$ cat config.mk
export PLATFORM = sky130hd
export DESIGN_NAME = pe_chain_ctrl
export DESIGN_NICKNAME = d
export VERILOG_FILES = /design/src/rtl/pe_chain_ctrl.sv
export SDC_FILE = /design/constraint.sdc
export NUM_CORES = 1
export LEC_CHECK = 0
export CAP_MARGIN = 5
export CORE_ASPECT_RATIO = 0.5
export CORE_MARGIN = 3
export CORE_UTILIZATION = 32
export CTS_BUF_LIST = sky130_fd_sc_hd__clkbuf_2
export CTS_CLUSTER_DIAMETER = 100
export DETAILED_ROUTE_END_ITERATION = 8
export GPL_ROUTABILITY_DRIVEN = 0
export PLACE_DENSITY_LB_ADDON = 0.25
export SKIP_LAST_GASP = 1
export SYNTH_ARGS = -nofsm -noshare
export SYNTH_HDL_FRONTEND = slang
export SYNTH_SLANG_ARGS = --single-unit
$ cat constraint.sdc
create_clock -name clk -period 3.95 [get_ports clk]
set_input_delay 0.5925 -clock clk [delete_from_list [all_inputs] [get_ports clk]]
set_output_delay 0.5925 -clock clk [all_outputs]
set_load 0.005 [all_outputs]
$ cat src/rtl/pe_chain_ctrl.sv
// ---------------------------------------------------------------------------
// pe_chain_ctrl
//
// Controller for a linear chain of N_PE processing elements. It loads
// per-PE weights, streams one frame of pixels into the head of the chain,
// and tracks which chain output cycles carry real results. The tracking
// uses a tag shift register that mirrors the chain latency. Results are
// forwarded to an AXI-stream style output with back-pressure.
//
// Handshake rule for every valid/ready pair in this block: a transfer
// happens on a rising clk edge where valid and ready are both 1. Once the
// sender raises valid, it holds valid and its payload stable until that
// transfer happens.
//
// Ports
//   clk, rstn          clock; synchronous active-low reset
//   start, cfg_len     frame start pulse and pixel count (sampled in IDLE)
//   w_valid/w_ready    weight load handshake, w_data is written to slice widx
//   s_tvalid/s_tready  pixel input stream, s_tdata is the pixel
//   pe_en              chain advance enable; the chain holds when 0
//   pe_data            pixel driven into the first PE
//   pe_weights         weight bus, PE k uses slice k
//   chain_result       result from the last PE
//   m_tvalid/m_tready  result output stream with m_tdata and m_tlast
//   busy               controller is not IDLE
//   done               one-cycle end-of-frame pulse
// ---------------------------------------------------------------------------
module pe_chain_ctrl #(
    parameter int N_PE         = 9,
    parameter int DATA_WIDTH   = 8,
    parameter int WEIGHT_WIDTH = 1,
    parameter int PIPE_LAT     = N_PE + 1
) (
    input  logic                                 clk,
    input  logic                                 rstn,
    input  logic                                 start,
    input  logic [15:0]                          cfg_len,
    input  logic                                 w_valid,
    output logic                                 w_ready,
    input  logic [WEIGHT_WIDTH-1:0]              w_data,
    input  logic                                 s_tvalid,
    output logic                                 s_tready,
    input  logic [DATA_WIDTH-1:0]                s_tdata,
    output logic                                 pe_en,
    output logic [DATA_WIDTH-1:0]                pe_data,
    output logic [N_PE*WEIGHT_WIDTH-1:0]         pe_weights,
    input  logic [DATA_WIDTH+WEIGHT_WIDTH:0]     chain_result,
    output logic                                 m_tvalid,
    input  logic                                 m_tready,
    output logic [DATA_WIDTH+WEIGHT_WIDTH:0]     m_tdata,
    output logic                                 m_tlast,
    output logic                                 busy,
    output logic                                 done
);

    localparam int WIDX_W = (N_PE > 1) ? $clog2(N_PE) : 1;
    localparam logic [WIDX_W-1:0] WIDX_LAST = WIDX_W'(N_PE - 1);

    typedef enum logic [2:0] {
        ST_IDLE,
        ST_LOAD_W,
        ST_STREAM,
        ST_DRAIN,
        ST_DONE
    } state_t;

    state_t               state;
    logic [WIDX_W-1:0]    widx;
    logic [15:0]          remaining;
    logic [PIPE_LAT-1:0]  tag_valid;
    logic [PIPE_LAT-1:0]  tag_last;

    // Held low for the first cycle after reset so that every output reads 0
    // right after a reset edge, including w_ready, which is otherwise high
    // in IDLE.
    logic                 out_live;

    logic                 can_adv;
    logic                 pix_accept;
    logic                 w_fire;
    logic                 in_last;
    logic [PIPE_LAT:0]    valid_ext;
    logic [PIPE_LAT:0]    last_ext;
    logic [PIPE_LAT-1:0]  valid_next;
    logic [PIPE_LAT-1:0]  last_next;

    // The tail of the tag pipe lines up with the chain output. So the tail
    // bits qualify whatever the last PE is presenting right now.
    assign m_tvalid = tag_valid[PIPE_LAT-1];
    assign m_tlast  = tag_last[PIPE_LAT-1];
    assign m_tdata  = chain_result;

    // The chain may advance only if the result at its tail is absent or is
    // being taken this cycle. Otherwise the result would be overwritten.
    assign can_adv  = !m_tvalid || m_tready;

    assign s_tready   = (state == ST_STREAM) && can_adv;
    assign pix_accept = s_tvalid && s_tready;
    assign w_ready    = out_live && ((state == ST_IDLE) || (state == ST_LOAD_W));
    assign w_fire     = w_valid && w_ready;
    assign busy       = (state != ST_IDLE);
    assign done       = (state == ST_DONE);
    assign in_last    = pix_accept && (remaining == 16'd1);

    always_comb begin
        pe_en   = 1'b0;
        pe_data = '0;
        case (state)
            ST_STREAM: begin
                pe_en = pix_accept;
                if (pix_accept) begin
                    pe_data = s_tdata;
                end
            end
            // Bubbles (pe_data=0, zero tags) push the remaining results out.
            ST_DRAIN: pe_en = can_adv;
            default:  pe_en = 1'b0;
        endcase
    end

    // Next tag contents. Entry 0 is the head and entry PIPE_LAT-1 is the
    // tail. The extra bit keeps the slicing legal even when PIPE_LAT is 1.
    assign valid_ext  = {tag_valid, pix_accept};
    assign last_ext   = {tag_last, in_last};
    assign valid_next = pe_en ? valid_ext[PIPE_LAT-1:0] : tag_valid;
    assign last_next  = pe_en ? last_ext[PIPE_LAT-1:0]  : tag_last;

    always_ff @(posedge clk) begin
        if (!rstn) begin
            state      <= ST_IDLE;
            widx       <= '0;
            remaining  <= '0;
            tag_valid  <= '0;
            tag_last   <= '0;
            pe_weights <= '0;
            out_live   <= 1'b0;
        end else begin
            out_live  <= 1'b1;
            tag_valid <= valid_next;
            tag_last  <= last_next;

            // widx is 0 whenever the block is IDLE. So a handshake in IDLE
            // writes slice 0, and a handshake in LOAD_W continues from there.
            if (w_fire) begin
                for (int k = 0; k < N_PE; k++) begin
                    if (widx == WIDX_W'(k)) begin
                        pe_weights[k*WEIGHT_WIDTH +: WEIGHT_WIDTH] <= w_data;
                    end
                end
            end

            case (state)
                ST_IDLE: begin
                    if (w_fire) begin
                        if (widx == WIDX_LAST) begin
                            widx  <= '0;
                            state <= ST_IDLE;
                        end else begin
                            widx  <= widx + 1'b1;
                            state <= ST_LOAD_W;
                        end
                    end else if (start) begin
                        remaining <= cfg_len;
                        state     <= (cfg_len == 16'd0) ? ST_DONE : ST_STREAM;
                    end
                end

                ST_LOAD_W: begin
                    if (w_fire) begin
                        if (widx == WIDX_LAST) begin
                            widx  <= '0;
                            state <= ST_IDLE;
                        end else begin
                            widx  <= widx + 1'b1;
                        end
                    end
                end

                ST_STREAM: begin
                    if (pix_accept) begin
                        remaining <= remaining - 16'd1;
                        if (remaining == 16'd1) begin
                            state <= ST_DRAIN;
                        end
                    end
                end

                // Leave on the cycle that retires the final valid tag. So
                // the chain is enabled exactly PIPE_LAT times while draining.
                ST_DRAIN: begin
                    if (valid_next == '0) begin
                        state <= ST_DONE;
                    end
                end

                ST_DONE: begin
                    state <= ST_IDLE;
                end

                default: begin
                    state <= ST_IDLE;
                end
            endcase
        end
    end

endmodule

# Word level (Yosys, flattened, before mapping)
# Cells that the tools add are included.
# W data, S select, Z words.
# totals
output_inout_bits,34
inputBits,41
reg_bits,53
elab_cells,85
# classes
n_reduce_logical,27
eq_ne,21
n_mux,20
n_addsub,2
# ops
cell,count
$mux W16,3
$pmux W16 S2,1
$mux W3,8
$reduce_and A2 Y1,10
$eq A16 B1 Y1 const B,1
$eq A4 B3 Y1 const B,4
$logic_not A16 Y1,1
$mux W8,2
$sub A16 B1 Y16 const B,1
$pmux W3 S4,1
$logic_not A10 Y1,1
$mux W10,1
$ne A2 B2 Y1 const B,5
$eq A4 B2 Y1 const B,2
$eq A3 B2 Y1 const B,2
$reduce_and A6 Y1,1
$logic_and A1 B1 Y1,5
$add A4 B1 Y4 const B,1
$eq A4 B1 Y1 const B,1
$eq A4 B4 Y1 const B,1
$logic_not A4 Y1,1
$mux W4,1
$ne A2 B1 Y1 const B,2
$reduce_and A4 Y1,1
11 further kinds,13

# Logic depth before layout (Yosys ltp)
# depth
depth_word,9
depth_mapped,8
ltp_nobuf,7

# Worst setup path after synthesis
# No wires, ideal clock.
# synth_path
path_kind,flip-flop to output port
startpoint,register state[0]
endpoint,output port pe_data[0]
stages_incl_launch_ff,6
required_time_ns,3.357
arrival_time_ns,1.525
slack_ns,1.832
path_buffers,2
path_cell_list,dfxtp_1 -> clkbuf_1 -> nor3b_1 -> and3_1 -> clkbuf_1 -> and2_1
# synth_between
elab_chain_cells,5
# synth_lines
element,line,text
from (decl),67,state_t state;
from (signal assigned),164,state <= (cfg_len == 16'd0) ? ST_DONE : ST_STREAM;
$eq A3 B2 Y1 (*),"97, 108",
$logic_and A1 B1 Y1,97,assign s_tready = (state == ST_STREAM) && can_adv;
$logic_and A1 B1 Y1,98,assign pix_accept = s_tvalid && s_tready;
$mux W8,111,if (pix_accept) begin
$mux W8 (*),108,case (state)
to (decl),45,"output logic [DATA_WIDTH-1:0] pe_data,"
# Every way passes the cells marked *; elsewhere a longest branch is shown, timed or not.

# Worst setup path after layout
# layout_path
startpoint,register state[1]
endpoint,output port pe_data[2]
# Same word-level chain as after synthesis.

==> flow_metrics.py <==
metrics = {
    "critical_path": {
        "arrival_ns": 2.57,
        "worstPathMaxFanout": 16,
        "r2r-end": "remaining[14]",
        "crit_required_ns": 3.36,
        "start_kind": "flip-flop",
        "critical_path.endpoint_type": "primary output",
        "rr_startpoint": "remaining[0]",
        "rrSetupSlack_ns": 1.66,
        "path_cells": "nor3b_2 -> buf_4 -> and3_1 -> and2_1 -> clkdlybuf4s50_1",
        "crit_slowest_cell": "dfxtp_1",
        "cpPeakStageDelay_ns": 0.59,
        "r2r_cells": 7,
        "critical_path_class": "flip-flop to primary output",
    },
    "detailed_routing": {
        "wl_mm": 7.08,
        "ant_nets": 0,
        "avgRoutedWirePerCell_um": 13.6,
        "drtIter0Drc": 186,
        "first_pass_iters": 4,
        "drc": 0,
        "vias": 2635,
        "via_per_inst": 5.08,
    },
    "synth": {
        "ys_seq_elements": 53,
        "syn_nets": 417,
        "ys_warn_count": 0,
        "syn-instance-count": 370,
        "yosysUniqueCellTypes": 50,
        "synth-edff-count": 0,
        "ys_async_sr_fraction_pct": 0,
        "syn_area_per_cell_sq_um": 7.65,
        "ys_seq_area_share_pct": 37.5,
        "syn_area_sq_um": 2830,
        "synthFlopType": "dfxtp_1",
    },
    "cells_and_area": {
        "final-instance-count-excl-fill": 519,
        "area_growth_pct": 21.6,
        "nets": 453,
        "drive_gt1_share_pct": 5.16,
        "n_antenna_cell": 0,
    },
    "timing": {
        "skew_ns": 0.0216,
        "slew_headroom_pct": 46.7,
        "tightest_slew_ns": 0.794,
        "maxSlewViolCount": 0,
        "period_needed_ns": 3.16,
        "finalSetupTns_ns": 0,
        "rsz0062_at_grt": "no",
        "max_freq_mhz": 316,
        "hold_viol": 0,
        "period_share_pct": 80.1,
        "setup_violations": 0,
        "setup_slack_ns": 0.788,
    },
    "place": {
        "portBuffers": 54,
        "dp_hpwl_mm": 5.09,
        "placedCellCount": 511,
        "pre_cts_ws_ns": 0.992,
    },
    "cts": {
        "cts_buffer_depth": 2,
        "cts_tree": "built",
        "hold_buffers": 0,
        "cts_setup_buffers": 0,
        "cts.root.buffer_cell": "clkbuf_2",
        "path_clk_slew_ns": 0.26,
        "cts.repair.resized": 0,
        "insertion_delay_ns": 0.46,
        "numCtsBuffers": 5,
        "cts.sinks": 53,
        "htree_levels": 2,
    },
    "worst_hold_path": {
        "hold_path.class": "flip-flop to flip-flop",
        "hold_depth": 2,
        "hold_path.startpoint": "tag_last[5]",
        "whs_endpoint": "tag_last[6]",
    },
    "die": {
        "fp.dieW_um": 139,
        "die_h_um": 72.5,
        "rows": 23,
        "dieArea_sq_um": 10100,
        "core_area_sq_um": 8290,
        "io-pin-count": 75,
        "start_util_pct": 34.1,
    },
    "global_route": {
        "grt_pass1_wl_mm": 12.0,
        "grt_usage_pct": 14.4,
        "grt_pass1_vias": 2475,
        "grt_overflow_total": 0,
        "grt_max_degree": 34,
        "antenna_found_initial": 0,
    },
    "job": {
        "cap_violations": 0,
    },
    "pwr": {
        "p_leak_nw": 1.19,
        "ir_worst_vdd_uv": 133,
        "pwr_density_cell_nw_per_um2": 341,
        "design_power_total_mw": 1.17,
    },
    "outcome": {
        "outcome": "complete, no violations",
    },
}
==> where the power goes <==
group          switching (mW)  internal, mW
Combinational           0.193         0.164
Sequential             0.0367         0.566
Clock                   0.174        0.0387
Total                   0.404         0.768
==> area by class of cell <==
class | count | area, sq um
Clock buffer | 5 | 25.0
Clock inverter | 3 | 12.5
Fill cell | 872 | 4850
Inverter | 8 | 30.0
Multi-Input combinational cell | 278 | 1590
Sequential cell | 53 | 1060
Tap cell | 112 | 140
Timing Repair Buffer | 60 | 586
==> worst max-delay path, delay by kind of cell (launching register included) <==
family | cells | cell delay (ns)
flip-flops | 1 | 0.59
buffers and inverters | 2 | 0.74
AND/OR/NAND/NOR | 3 | 0.79
==> placed cells by master, fill, tap and decap left out, types with 7 or more instances in the layout <==
cell type / count
nor3_1: 12
clkdlybuf4s50_1: 54
nor4_1: 8
nand3_1: 13
nand2_1: 76
o21ai_0: 21
inv_1: 7
a21oi_1: 26
dfxtp_1: 53
a21boi_0: 27
nor2_1: 17
and2_1: 10
==> per-layer routing <==
| layer | vias to the layer above | GRT usage, % | wire (um) |
|---|---|---|---|
| li1 | 1358 | - | - |
| met1 | 1196 | 18.9 | 3410 |
| met2 | 71 | 23.6 | 3200 |
| met3 | 10 | 3.69 | 393 |
| met4 | 0 | 4.56 | 87 |
| met5 | - | 0 | 0 |
==> through the flow <==
stage	hold WS, ns	utilization (%)	instance area (sq um)
after global routing	0.484	41.5	3440
after floorplan	0.432	-	2830
after global placement	0.448	41.0	3400
final	0.464	41.5	3440
after detailed placement	0.448	41.0	3400
after CTS	0.476	41.5	3440
==> Yosys cell counts, drive strengths merged, types with 2 or more instances <==
library cell  number  share of area (%)
nor2b              3               0.66
a2bb2oi            2               0.62
buf               14                3.3
a21o               2               0.58
or4                4                1.3
and2              10                2.2
nand3b             3               0.80
o31ai              2               0.53
nand3             13                2.3
a21oi             26                4.6
or2                3               0.75
nand4              2               0.44
or3b               2               0.62
a32oi              2               0.62
nor3              12                2.1
and3               2               0.44
nor2              17                2.3
a21boi            27                7.2
nor4               8                1.8
o21ai             21                3.7
ha                 6                2.7
inv                7               0.93
o21a               4                1.1
or3                6                1.4
mux2i              2               0.71
a211oi             4                1.1
clkbuf            17                2.3
nor3b              5                1.3
nand2             76                 10
dfxtp             53                 38
o22ai              3               0.66
==> registers in the layout (all words and copies together), names as in the netlist <==
| register | count |
|---|---|
| widx | 4 |
| tag_valid | 10 |
| pe_weights | 9 |
| remaining | 16 |
| out_live | 1 |
| state | 3 |
| tag_last | 10 |
==> logic make-up (layout without fill, tap and decap cells) <==
family / count (synthesis) / in the layout / synth area share [%]
mux: 2 / 2 / 0.708
compound gates: 102 / 102 / 23.4
simple gates: 168 / 168 / 29.1
flops: 53 / 53 / 37.5
fa+ha+maj: 6 / 6 / 2.65
buf+inv: 39 / 76 / 6.63
==> worst max path at each step <==
| stage | slack (ns) | cells past startpoint | start | end |
|---|---|---|---|---|
| 6_report | 0.79 | 5 | state[1] | pe_data[2] |
| 2_1_floorplan | 1.83 | 5 | state[0] | pe_data[0] |
| 5_1_grt | 0.51 | 5 | state[1] | pe_data[7] |
| 3_5_place_dp | 0.99 | 5 | m_tready | pe_data[2] |
| 4_1_cts | 0.74 | 5 | state[1] | pe_data[2] |
| 3_3_place_gp | 1.05 | 5 | m_tready | pe_data[5] |
(Power assumes the default switching activity.)
